==> src/rtl/key_pkg.sv <==
// Shared definitions for the key input chain: the click-decoder state
// encoding and the counter widths reused by the debounce stage.
package key_pkg;

    localparam int CLICK_W = 3;
    localparam int GAP_W   = 24;

    typedef enum logic {
        IDLE    = 1'b0,
        COLLECT = 1'b1
    } state_t;

    // Increment a click count, holding it once it reaches the limit.
    function automatic logic [CLICK_W-1:0] sat_inc(
        input logic [CLICK_W-1:0] value,
        input logic [CLICK_W-1:0] limit
    );
        return (value < limit) ? value + 1'b1 : value;
    endfunction

endpackage

==> src/rtl/key_click_decoder_if.sv <==
// Press input and click-event outputs of the click decoder.
// master drives presses and observes events; slave is the decoder.
interface key_click_decoder_if;
    import key_pkg::*;

    logic               key_flag;
    logic               evt_valid;
    logic [CLICK_W-1:0] evt_clicks;
    logic               evt_sat;
    logic               busy;

    modport master (
        output key_flag,
        input  evt_valid,
        input  evt_clicks,
        input  evt_sat,
        input  busy
    );

    modport slave (
        input  key_flag,
        output evt_valid,
        output evt_clicks,
        output evt_sat,
        output busy
    );

endinterface

==> src/rtl/key_gap_timer.sv <==
// Inactivity timer for an open click group. Counts cycles while run is
// high, stops at GAP_CNT (never wraps) and flags expire at that value.
module key_gap_timer
    import key_pkg::*;
#(
    parameter logic [GAP_W-1:0] GAP_CNT = 24'd12_499_999
) (
    input  logic sys_clk,
    input  logic sys_rst,
    input  logic clear,
    input  logic run,
    output logic expire
);

    logic [GAP_W-1:0] count_q;

    // Count up while running; clear has priority and returns the count to 0.
    // NOTE: sequential state uses non-blocking (<=) so every register samples
    // pre-edge values and simulation matches the synthesized flops.
    always_ff @(posedge sys_clk or posedge sys_rst) begin
        if (sys_rst) begin
            count_q <= '0;
        end else if (clear) begin
            count_q <= '0;
        end else if (run && (count_q < GAP_CNT)) begin
            count_q <= count_q + 1'b1;
        end
    end

    assign expire = (count_q == GAP_CNT);

endmodule

==> src/rtl/key_click_decoder.sv <==
// Groups debounced key presses separated by less than GAP_CNT idle cycles
// into a single click event, reporting the (saturating) press count.
module key_click_decoder
    import key_pkg::*;
#(
    parameter logic [GAP_W-1:0]   GAP_CNT    = 24'd12_499_999,
    parameter logic [CLICK_W-1:0] MAX_CLICKS = 3'd4
) (
    input  logic                sys_clk,
    input  logic                sys_rst,
    key_click_decoder_if.slave  bus
);

    state_t             state_q, state_d;
    logic [CLICK_W-1:0] clicks_q, clicks_d;
    logic               sat_q, sat_d;
    logic               evt_valid_q, evt_valid_d;
    logic [CLICK_W-1:0] evt_clicks_q, evt_clicks_d;
    logic               evt_sat_q, evt_sat_d;

    logic timer_clear;
    logic timer_run;
    logic timer_expire;

    key_gap_timer #(
        .GAP_CNT (GAP_CNT)
    ) u_gap_timer (
        .sys_clk (sys_clk),
        .sys_rst (sys_rst),
        .clear   (timer_clear),
        .run     (timer_run),
        .expire  (timer_expire)
    );

    // Register FSM state, the running group and the event outputs.
    always_ff @(posedge sys_clk or posedge sys_rst) begin
        if (sys_rst) begin
            state_q      <= IDLE;
            clicks_q     <= '0;
            sat_q        <= 1'b0;
            evt_valid_q  <= 1'b0;
            evt_clicks_q <= '0;
            evt_sat_q    <= 1'b0;
        end else begin
            state_q      <= state_d;
            clicks_q     <= clicks_d;
            sat_q        <= sat_d;
            evt_valid_q  <= evt_valid_d;
            evt_clicks_q <= evt_clicks_d;
            evt_sat_q    <= evt_sat_d;
        end
    end

    // Next-state logic: open a group on a press, extend it on each further
    // press (a press beats a simultaneous timeout), close it on timeout.
    // NOTE: every signal gets a default before the case so no path leaves
    // one unassigned, which would otherwise infer a latch.
    always_comb begin
        state_d      = state_q;
        clicks_d     = clicks_q;
        sat_d        = sat_q;
        evt_valid_d  = 1'b0;
        evt_clicks_d = evt_clicks_q;
        evt_sat_d    = evt_sat_q;
        timer_clear  = 1'b1;
        timer_run    = 1'b0;

        case (state_q)
            IDLE: begin
                if (bus.key_flag) begin
                    state_d  = COLLECT;
                    clicks_d = CLICK_W'(1);
                    sat_d    = 1'b0;
                end
            end
            COLLECT: begin
                if (bus.key_flag) begin
                    clicks_d = sat_inc(clicks_q, MAX_CLICKS);
                    sat_d    = sat_q | (clicks_q >= MAX_CLICKS);
                end else if (timer_expire) begin
                    evt_valid_d  = 1'b1;
                    evt_clicks_d = clicks_q;
                    evt_sat_d    = sat_q;
                    state_d      = IDLE;
                end else begin
                    timer_clear = 1'b0;
                    timer_run   = 1'b1;
                end
            end
            default: begin
                state_d = IDLE;
            end
        endcase
    end

    assign bus.evt_valid  = evt_valid_q;
    assign bus.evt_clicks = evt_clicks_q;
    assign bus.evt_sat    = evt_sat_q;
    assign bus.busy       = (state_q == COLLECT);

endmodule

==> src/flat_wrapper.sv <==
// flat-port wrapper written by rule: the top's interface ports become plain ports
module key_click_decoder_flat import key_pkg::*;
#(
    parameter logic [GAP_W-1:0]   GAP_CNT    = 24'd12_499_999,
    parameter logic [CLICK_W-1:0] MAX_CLICKS = 3'd4
)
  (sys_clk, sys_rst, bus_key_flag, bus_evt_valid, bus_evt_clicks, bus_evt_sat, bus_busy);
  key_click_decoder_if bus_i ();
  input  logic sys_clk;
  input  logic sys_rst;
  input wire logic [$bits(bus_i.key_flag)-1:0] bus_key_flag;
  output wire logic [$bits(bus_i.evt_valid)-1:0] bus_evt_valid;
  output wire logic [$bits(bus_i.evt_clicks)-1:0] bus_evt_clicks;
  output wire logic [$bits(bus_i.evt_sat)-1:0] bus_evt_sat;
  output wire logic [$bits(bus_i.busy)-1:0] bus_busy;
  assign bus_i.key_flag = bus_key_flag;
  assign bus_evt_valid = bus_i.evt_valid;
  assign bus_evt_clicks = bus_i.evt_clicks;
  assign bus_evt_sat = bus_i.evt_sat;
  assign bus_busy = bus_i.busy;
  key_click_decoder #(.GAP_CNT(GAP_CNT), .MAX_CLICKS(MAX_CLICKS)) u_core (.sys_clk(sys_clk), .sys_rst(sys_rst), .bus(bus_i));
endmodule
==> config.mk <==
export PLATFORM = sky130hd
export DESIGN_NAME = key_click_decoder_flat
export DESIGN_NICKNAME = d
export VERILOG_FILES = /design/src/rtl/key_pkg.sv /design/src/rtl/key_click_decoder_if.sv /design/src/rtl/key_gap_timer.sv /design/src/rtl/key_click_decoder.sv /design/src/flat_wrapper.sv
export SDC_FILE = /design/constraint.sdc
export NUM_CORES = 1
export LEC_CHECK = 0
export BUFFER_PORTS_ARGS = -buffer_cell sky130_fd_sc_hd__buf_2
export CORE_ASPECT_RATIO = 0.9
export CORE_MARGIN = 1
export CORE_UTILIZATION = 60
export CTS_CLUSTER_SIZE = 20
export DETAILED_ROUTE_END_ITERATION = 6
export PLACE_DENSITY = 0.89
export RECOVER_POWER = 50
export SETUP_SLACK_MARGIN = 0.1
export SYNTH_ARGS = -nofsm -noshare
export SYNTH_HDL_FRONTEND = slang
export SYNTH_SLANG_ARGS = --single-unit
==> constraint.sdc <==
create_clock -name sys_clk -period 4.2 [get_ports sys_clk]
set_input_delay 0.21 -clock sys_clk [delete_from_list [all_inputs] [get_ports sys_clk]]
set_output_delay 0.21 -clock sys_clk [all_outputs]
set_load 0.02 [all_outputs]
==> out/results.txt, run 1 <==
Status = finished with violations
Failing checks = max-capacitance violations, max-slew violations
Final instance area = 0.00208 sq mm
Xor and xnor area share after synthesis = 0%
Die W = 62.5 um
Max FO, Critical Path = 22
Ys async rst share = 100%
Drt drc = 0
Placed cell count = 240
CTS sink count = 34
Dominant synthesized flop cell = dfrtp_1
Placed inst area = 0.00201 sq mm
Rel. slew slack = -16.0%
Final Routed Wirelength = 4.03 mm
Number of flops mapped to enable cells by yosys = 0
Root Buffer = clkbuf_4
First-pass iteration count of the detailed router = 4
Most common cell in the netlist = dfrtp_1
Cell variety after synth = 46
Ant diodes = 0
Compound-Gate Fraction of Synth Area = 18.3%
Setup Crit Path Kind = reg2reg
Syn_nets = 204
Worst setup EP type = flip-flop
Post-synth top area share = 43.1%
Iter 0 DRT Violations = 105
Delay of the slowest critical-path stage = 0.61 ns
Fmax achieved = 0.412 GHz
Clk buf depth = 2
Critical path data arrival time = 2.69 ns
PwrDens = 298 mW/mm^2
RSZ-0062 raised after global routing = false
Clock Latency Late Sink = 0.35 ns
Num CTS Buffers = 5
DP Wirelength = 2.88 mm
Setup TNS Final = 0 ns
Layout Area Growth over Synthesis = 5.26%
Min Tclk post-route = 2.43 ns
Tcrit/Tclk final = 57.8%
Leakage power = 0.866 nW
Via count = 1,630
Initial antenna violation count = 0
Dominant cell type by area after synthesis = dfrtp_1
Die area = 0.00352 sq mm
CTS tree = built
Critical path's slowest cell = o21ai_2
Mux share of post-synthesis cell area = 3.80%
Overall global routing resource usage = 25.2%
Simple-Gate Fraction of Synth Area = 28.5%
Io pins = 9
Gpl congestion = 0.887
Worst Path Required = 4.46 ns
Register area = 851 sq um
Ys Warns = 0
Gr ovfl total = 0
PortBufs = 8
Crit-path cells = nor4bb_4 -> o211ai_2 -> o21ai_2 -> buf_4 -> o21ai_0 -> a21oi_1
Total power = 0.000619 W
Final clock skew = 0.0115 ns
Die Y = 56.4 um
Register area share after synthesis = 43.1%
Share of layout cells above drive strength 1 = 15.5%
Initial Util = 63.9%
Final cell count without fillers = 249
Core Area = 0.00309 sq mm
Avg Inst Size Synth = 9.92 sq um
Peak supply drop = 0.409 mV
Reg clk slew, reported paths = 0.11 ns
Synth top cells by count = dfrtp_1, a21oi_1, nand2_1
# resized after CTS = 0
Total of max-cap violations = 1
Num rows = 19
Max Slew Vio Count = 35
Hold slack = 0.156 ns
Largest net degree at the start of global routing = 35
Cells after Synth = 199
Nets = 211
Final Hold Violating Endpoints = 0
Hold WC Path Type = in2reg
Number of global-route vias before repair = 1,522
Routed len/inst = 16.2 um
Adder-cell share of the synthesized area = 1.27%
Worst Max-Slew Pin Slew = 1.74 ns
Footprint of the multi-input gates = 0.00102 sq mm
Mapped Area = 0.00197 sq mm
Setup Viol. Count Final = 0
First-pass GRT wire length = 6.82 mm
Top area cells in the synthesized netlist = dfrtp_1, or4_1, a21oi_1
# fillers = 238
CP Launch Type = flip-flop
DR vias/cell = 6.55
H-tree depth reported by CTS = 2
DRT antenna net count = 0
Largest family of logic cells by synthesized area = simple AND/OR/NAND/NOR gates
Post-synthesis register bit count = 34
## power breakdown
| part | internal (W) | total [W] | switching (W) | leakage, nW |
|---|---|---|---|---|
| Clock | 0.0000803 | 0.000193 | 0.000112 | 0.0343 |
| Sequential | 0.000343 | 0.000365 | 0.0000221 | 0.453 |
| Combinational | 0.0000260 | 0.0000614 | 0.0000354 | 0.379 |
| Total | 0.000449 | 0.000619 | 0.000170 | 0.866 |
## layout make-up
class                      instances  area share [%]
multi-input combinational        147            49.2
sequential                        34            40.9
timing repair buffer              11            2.95
tap                               42            2.53
clock buffer                       6            2.47
inverter                           7            1.26
clock inverter                     2           0.602
## worst paths after layout
| path | start | to | slack (ns) | depth (start not counted) |
|---|---|---|---|---|
| max | u_core.u_gap_timer.count_q[16] | u_core.u_gap_timer.count_q[0] | 1.77 | 6 |
| max reg2reg | u_core.u_gap_timer.count_q[16] | u_core.u_gap_timer.count_q[0] | 1.77 | 6 |
| min | bus_key_flag | u_core.bus.busy | 0.16 | 2 |
| min reg2reg | u_core.bus.evt_clicks[0] | u_core.bus.evt_clicks[0] | 0.49 | 1 |
| min in group asynchronous | sys_rst | u_core.u_gap_timer.count_q[3] | 1.02 | 4 |
| max in group asynchronous | sys_rst | u_core.clicks_q[1] | 2.17 | 4 |
## sequential cells by signal (all words and copies together), names as in the netlist
name	count
u_core.clicks_q	3
u_core.bus.evt_clicks	3
u_core.u_gap_timer.count_q	24
u_core.bus.evt_sat	1
u_core.bus.evt_valid	1
u_core.bus.busy	1
u_core.sat_q	1
## routing by layer
metal	wire [um]	part of all wire [%]	global-route usage [%]
met1	1810	45	33.3
met2	1950	48	39.9
met3	207	5.1	6.50
met4	59	1.5	9.63
met5	0	0	0
## cells by family (layout without fill, tap and decap cells)
family | count (synthesis) | count (layout)
muxes | 7 | 7
DFF | 34 | 34
adders and majority gates | 2 | 2
and+or+nand+nor | 83 | 83
AOI/OAI and AO/OA | 55 | 55
buffers and inverters | 18 | 26
## per-stage QoR
step           utilization [%]  worst slack [ns]
3_3_place_gp              65.0              1.94
3_5_place_dp              65.0              1.83
4_1_cts                   67.4              1.80
2_1_floorplan                -              2.39
5_1_grt                   67.2              1.62
6_report                  67.2              1.77
## cells in the final DEF (no fill, tap or decap), types with 2 or more instances in the layout
| cell | count |
|---|---|
| ha_1 | 2 |
| buf_2 | 8 |
| a21oi_1 | 21 |
| and3_1 | 2 |
| o211ai_1 | 4 |
| nand4_4 | 2 |
| nor3_1 | 3 |
| and2_1 | 2 |
| nor4b_1 | 2 |
| nor4_1 | 4 |
| a21o_1 | 2 |
| nand2_1 | 20 |
| mux2i_1 | 3 |
| nand4_1 | 5 |
| o21a_1 | 3 |
| nand3_1 | 8 |
| nor2_1 | 5 |
| nand2b_1 | 2 |
| or4_1 | 16 |
| a31o_2 | 2 |
| clkbuf_4 | 5 |
| o31ai_1 | 13 |
| or3_1 | 2 |
| o21ai_0 | 4 |
| mux2_1 | 4 |
| inv_1 | 7 |
| dfrtp_1 | 34 |
## critical path: cells and delay by family (launching register included)
family	cells	cell delay, ns
compound gates	4	1.06
simple gates	1	0.45
flops	1	0.47
buf+inv	1	0.35
## timing repair
item / 4_1_cts / 5_1_grt
endpoints found under the hold margin: 34 / 0
buffers inserted: 0 / 0
hold buffers: 1 / 0
Note: power is estimated with default switching activity, not from simulation.
==> inputs of run 2 (changes only) <==
==> constraint.sdc (replaced) <==
create_clock -name sys_clk -period 2.3 [get_ports sys_clk]
set_input_delay 0.115 -clock sys_clk [delete_from_list [all_inputs] [get_ports sys_clk]]
set_output_delay 0.115 -clock sys_clk [all_outputs]
set_load 0.02 [all_outputs]
==> out/results.txt, run 2 (same netlist as run 1, synthesis figures left out) <==
Layout Area Growth over Synthesis = 6.59%
Worst Hold Endpoint = u_core.clicks_q[1]
Overall global routing resource usage = 27.0% (+1.8 points)
R2R Setup Slk = 0.23 ns (-1.54 ns)
Initial antenna violation count = 0 (unchanged)
Most frequent cells in the layout = dfrtp_1, a21oi_1, nand2_1
Final clock skew = 0.0146 ns (+0.00313 ns)
CP Launch Type = flip-flop
Tcrit/Tclk final = 89.9% (+32 points)
Setup TNS Final = 0 ns (unchanged)
Root Buffer = clkbuf_4
Total power = 0.00112 W (+81%)
Die area = 0.00352 sq mm (unchanged)
Min Tclk post-route = 2.07 ns (-0.360 ns)
Hold_sp = bus_key_flag
Final Hold Violating Endpoints = 0 (unchanged)
Hold slack = 0.0662 ns (-0.0898 ns)
CTS tree = built
Clk buf depth = 2 (unchanged)
Num CTS Buffers = 5 (unchanged)
Ant diodes = 0 (unchanged)
DR vias/cell = 6.71 (+2.4%)
Setup Crit Path Kind = reg2reg
Initial Util = 63.9% (unchanged)
Peak supply drop = 0.455 mV (+11%)
Max Slew Vio Count = 0 (-100%)
Clock Latency Late Sink = 0.34 ns (about the same)
Routed len/inst = 17.1 um (+5.4%)
CP startpoint = u_core.u_gap_timer.count_q[0]
Worst r2r src = u_core.u_gap_timer.count_q[0]
Io pins = 9 (unchanged)
Fmax achieved = 0.484 GHz (+17%)
Post-Place Worst Slack = 0.179 ns (-1.65 ns)
Most common cell after layout, fill and taps aside = dfrtp_1
Worst-case reg-to-reg path depth = 5 (-1)
Via count = 1,683 (+3.3%)
First-pass iteration count of the detailed router = 4 (unchanged)
DRT antenna net count = 0 (unchanged)
Worst Path Required = 2.56 ns (-1.90 ns)
DP Wirelength = 2.98 mm (+3.3%)
Nets = 213 (+0.95%)
Gr ovfl total = 0 (unchanged)
H-tree depth reported by CTS = 2 (unchanged)
Setup Viol. Count Final = 0 (unchanged)
Reg-to-Reg End = u_core.u_gap_timer.count_q[12]
Hold WC Path Type = in2reg
Top reg by flops = u_core.u_gap_timer.count_q
Share of layout cells above drive strength 1 = 16.7% (+1.3 points)
Final Routed Wirelength = 4.28 mm (+6.3%)
Number of global-route vias before repair = 1,612 (+5.9%)
PortBufs = 8 (unchanged)
Reg clk slew, reported paths = 0.11 ns (about the same)
Max FFs per register = 24 (unchanged)
First-pass GRT wire length = 7.41 mm (+8.7%)
Worst setup EP type = flip-flop
Die Y = 56.4 um (unchanged)
Drt drc = 0 (unchanged)
Die W = 62.5 um (unchanged)
Leakage power = 0.876 nW (+1.1%)
Hold depth = 2 (unchanged)
Critical path data arrival time = 2.33 ns (-0.36 ns)
Total of max-cap violations = 0 (-1)
Max FO, Critical Path = 16 (-27%)
Worst Max-Slew Pin Slew = 0.833 ns (-0.907 ns)
Final setup margin = 0.232 ns (-1.54 ns)
CTS sink count = 34 (unchanged)
Gpl congestion = 0.831 (-6.3%)
Final cell count without fillers = 251 (+0.80%)
Status = finished clean
Num rows = 19 (unchanged)
Iter 0 DRT Violations = 97 (-7.6%)
Core Area = 0.00309 sq mm (unchanged)
RSZ-0062 raised after global routing = false
Placed cell count = 242 (+0.83%)
PwrDens = 531 mW/mm^2 (+78%)
Rel. slew slack = 44.4% (+60 points)
Largest net degree at the start of global routing = 35 (unchanged)
==> run 2: cell types whose count changed in the layout (fill, tap and decap cells not counted) <==
cell,previous run,this run
a21o_2,0,1
a21boi_2,1,0
a21o_1,2,1
clkbuf_2,0,1
buf_4,1,3
clkbuf_1,1,2
clkinvlp_4,1,0
a21boi_4,0,1
nor4_1,4,3
nor4_2,0,1
buf_2,8,7
==> run 2: critical path, cell delays in order, from the launching register on <==
cell,delay (ns)
dfrtp_1,0.41
ha_1,0.20
nand4_1,0.25
a31o_2,0.41
or4_1,0.53
a21oi_1,0.18
==> run 2: through the flow <==
step / area (sq um) / utilization (%)
detailed placement: 2020 / 65.5
global placement: 2020 / 65.5
CTS: 2090 / 67.7
finish: 2100 / 68.1
floorplan: 1970 / -
global route: 2100 / 68.1
==> run 2: layout make-up <==
type / count / area [sq um]
Clock buffer: 7 / 55.1
Clock inverter: 1 / 5.00
Fill cell: 226 / 986
Timing Repair Buffer: 13 / 76.3
Tap cell: 42 / 52.6
Multi-Input combinational cell: 147 / 1040
Inverter: 7 / 26.3
Sequential cell: 34 / 851
==> run 2: where the power goes <==
part / leakage, nW / total (W) / internal (W) / switching, W
logic: 0.388 / 0.000109 / 0.0000484 / 0.0000607
clock network: 0.0353 / 0.000343 / 0.000148 / 0.000195
registers: 0.453 / 0.000666 / 0.000626 / 0.0000400
==> run 2: worst max path at each step <==
stage	slack (ns)	to
2_1_floorplan	0.49	u_core.bus.evt_clicks[0]
3_3_place_gp	0.28	u_core.u_gap_timer.count_q[23]
3_5_place_dp	0.18	u_core.u_gap_timer.count_q[23]
4_1_cts	0.15	u_core.u_gap_timer.count_q[23]
5_1_grt	0.13	u_core.u_gap_timer.count_q[12]
6_report	0.23	u_core.u_gap_timer.count_q[12]
==> run 2: timing repair <==
item,in CTS,in global routing
buffers inserted,0,0
endpoints found under the hold margin,34,0
hold buffers,1,0
gates resized for setup,0,3
setup endpoints to repair,0,17
==> run 2: layer usage <==
metal / GRT usage, % / part of all wire, % / vias up
li1: - / - / 782
met1: 36.0 / 43 / 829
met2: 43.2 / 50 / 60
met3: 5.28 / 5.6 / 12
met4: 11.3 / 1.8 / 0
met5: 0 / 0 / -
==> inputs of run 3 (changes only) <==
--- a/config.mk
+++ b/config.mk
@@ -8,10 +8,11 @@
 export BUFFER_PORTS_ARGS = -buffer_cell sky130_fd_sc_hd__buf_2
 export CORE_ASPECT_RATIO = 0.9
 export CORE_MARGIN = 1
-export CORE_UTILIZATION = 60
+export CORE_UTILIZATION = 55
+export CTS_CLUSTER_DIAMETER = 30
 export CTS_CLUSTER_SIZE = 20
 export DETAILED_ROUTE_END_ITERATION = 6
-export PLACE_DENSITY = 0.89
+export PLACE_DENSITY = 0.86
 export RECOVER_POWER = 50
 export SETUP_SLACK_MARGIN = 0.1
 export SYNTH_ARGS = -nofsm -noshare
==> constraint.sdc (replaced) <==
create_clock -name sys_clk -period 1.8 [get_ports sys_clk]
set_input_delay 0.09 -clock sys_clk [delete_from_list [all_inputs] [get_ports sys_clk]]
set_output_delay 0.09 -clock sys_clk [all_outputs]
set_load 0.02 [all_outputs]
==> out/results.txt, run 3 (same netlist as run 1, synthesis figures left out) <==
Failing checks = negative setup slack
Core Area = 0.00340 sq mm (+10%)
RSZ-0062 raised after global routing = true
First-pass GRT wire length = 10.5 mm (+42%)
Final setup margin = -0.249 ns (-0.481 ns)
Root Buffer = clkbuf_8
Max FO, Critical Path = 5 (-11)
Initial antenna violation count = 0 (unchanged)
Io pins = 9 (unchanged)
CTS sink count = 34 (unchanged)
Most frequent cells in the layout = buf_4, dfrtp_1, nand2_1
Register area = 860 sq um (+1.0%)
Total power = 0.00175 W (+57%)
Initial Util = 58.0% (-5.9 points)
Setup Crit Path Kind = reg2reg
Final Routed Wirelength = 8.34 mm (+95%)
DR vias/cell = 7.14 (+6.4%)
Routing usage on met3 = 8.53% (+3.2 points)
Clock Latency Late Sink = 0.30 ns (-0.04 ns)
H-tree depth reported by CTS = 2 (unchanged)
Status = finished with violations
Hold slack = 0.144 ns (+0.0776 ns)
DP Wirelength = 3.52 mm (+18%)
DRT antenna net count = 0 (unchanged)
Num CTS Buffers = 5 (unchanged)
Most common cell after layout, fill and taps aside = buf_4
Max FFs per register = 24 (unchanged)
Die W = 65.2 um (+4.3%)
Routed len/inst = 26.0 um (+52%)
Die area = 0.00383 sq mm (+8.8%)
Total of max-cap violations = 0 (unchanged)
Via count = 2,291 (+36%)
Grt met1 use = 46.0% (+10 points)
Layout Area Growth over Synthesis = 56.3%
Peak supply drop = 0.727 mV (+60%)
Ant diodes = 0 (unchanged)
Gr ovfl total = 0 (unchanged)
Gpl congestion = 0.881 (+6.1%)
GR met2 Demand/Resource = 60.7% (+18 points)
Worst setup EP type = flip-flop
Num rows = 20 (+1)
Iter 0 DRT Violations = 302 (+210%)
Overall global routing resource usage = 37.5% (+11 points)
Final cell count without fillers = 321 (+28%)
Worst Max-Slew Pin Slew = 0.839 ns (+0.00530 ns)
Setup Viol. Count Final = 27 (+27)
Placed cell count = 283 (+17%)
Hold WC Path Type = in2reg
Final Hold Violating Endpoints = 0 (unchanged)
Max Slew Vio Count = 0 (unchanged)
GR peak layer = met2
PwrDens = 568 mW/mm^2 (+7.0%)
Tcrit/Tclk final = 114% (+24 points)
Rel. slew slack = 44.1% (-0.35 points)
First-pass iteration count of the detailed router = 6 (+2)
CTS tree = built
Drt drc = 0 (unchanged)
Leakage power = 1.32 nW (+51%)
Top reg by flops = u_core.u_gap_timer.count_q
Share of layout cells above drive strength 1 = 62.5% (+46 points)
Reg clk slew, reported paths = 0.07 ns (-0.04 ns)
Final clock skew = 0.00740 ns (-0.00719 ns)
Footprint of the multi-input gates = 0.00139 sq mm (+34%)
Min Tclk post-route = 2.05 ns (-0.0193 ns)
# fillers = 120 (-47%)
Die Y = 58.8 um (+4.3%)
Largest net degree at the start of global routing = 35 (unchanged)
Nets = 281 (+32%)
CP Launch Type = flip-flop
Clk buf depth = 2 (unchanged)
Worst Path Required = 1.98 ns (-0.58 ns)
Fmax achieved = 0.488 GHz (+0.94%)
PortBufs = 8 (unchanged)
Number of global-route vias before repair = 2,131 (+32%)
Critical path data arrival time = 2.23 ns (-0.10 ns)
-- run 3: cell types whose count changed in the layout (fill, tap and decap cells not counted), sizes merged --
| cell | change |
|---|---|
| a21oi | +1 |
| a31o | +1 |
| buf | +67 |
| clkinv | -1 |
| clkinvlp | +1 |
| inv | -1 |
-- run 3: power breakdown --
part	total (W)	switching, W	internal, W
clock network	0.000677	0.000291	0.000386
logic	0.000221	0.000127	0.0000937
registers	0.000856	0.0000557	0.000801
total	0.00175	0.000474	0.00128
-- run 3: area by class of cell --
type / count / share of cell area, %
inverters: 7 / 0.973
flip-flops and latches: 34 / 27.8
clock buffers: 8 / 3.57
multi-input cells: 149 / 45.2
well taps: 44 / 1.78
repair buffers: 79 / 20.7
-- run 3: per-layer routing --
layer | vias up | part of all wire [%]
li1 | 920 | -
met1 | 1112 | 38
met2 | 202 | 46
met3 | 57 | 11
met4 | 0 | 5.9
met5 | - | 0
-- run 3: final timing paths --
check                                                 end                          start  cells after the start  slack [ns]
min reg2reg                      u_core.bus.evt_clicks[1]       u_core.bus.evt_clicks[1]                      1        0.51
min                                       u_core.bus.busy                   bus_key_flag                      2        0.14
max                              u_core.bus.evt_clicks[2]  u_core.u_gap_timer.count_q[1]                      7       -0.25
max in group asynchronous  u_core.u_gap_timer.count_q[11]                        sys_rst                      4        0.62
min in group asynchronous  u_core.u_gap_timer.count_q[19]                        sys_rst                      4        0.60
max reg2reg                      u_core.bus.evt_clicks[2]  u_core.u_gap_timer.count_q[1]                      7       -0.25
-- run 3: timing repair --
item                                   4_1_cts  5_1_grt
hold buffers                                 1        0
buffers inserted                            17       11
endpoints found under the hold margin       34        0
gates resized for setup                     37       64
cloned                                       3        1
pin swaps                                   16       25
setup endpoints to repair                   28       30
-- run 3: critical path: stages (launching register included) --
cell	delay (ns)
dfrtp_1	0.36
ha_2	0.19
nand4_1	0.27
nor4_4	0.29
buf_4	0.18
nand2_4	0.07
nor2_4	0.23
mux2_4	0.34
-- run 3: stage by stage --
step	util, %	instance area, sq um	setup TNS (ns)	setup slack (ns)
detailed placement	68.8	2340	-1.74	-0.127
finish	90.7	3090	-4.47	-0.249
floorplan	-	1980	0	0.0423
global route	90.7	3090	-5.05	-0.282
global placement	68.8	2340	-0.318	-0.0580
CTS	81.3	2770	-1.32	-0.0995
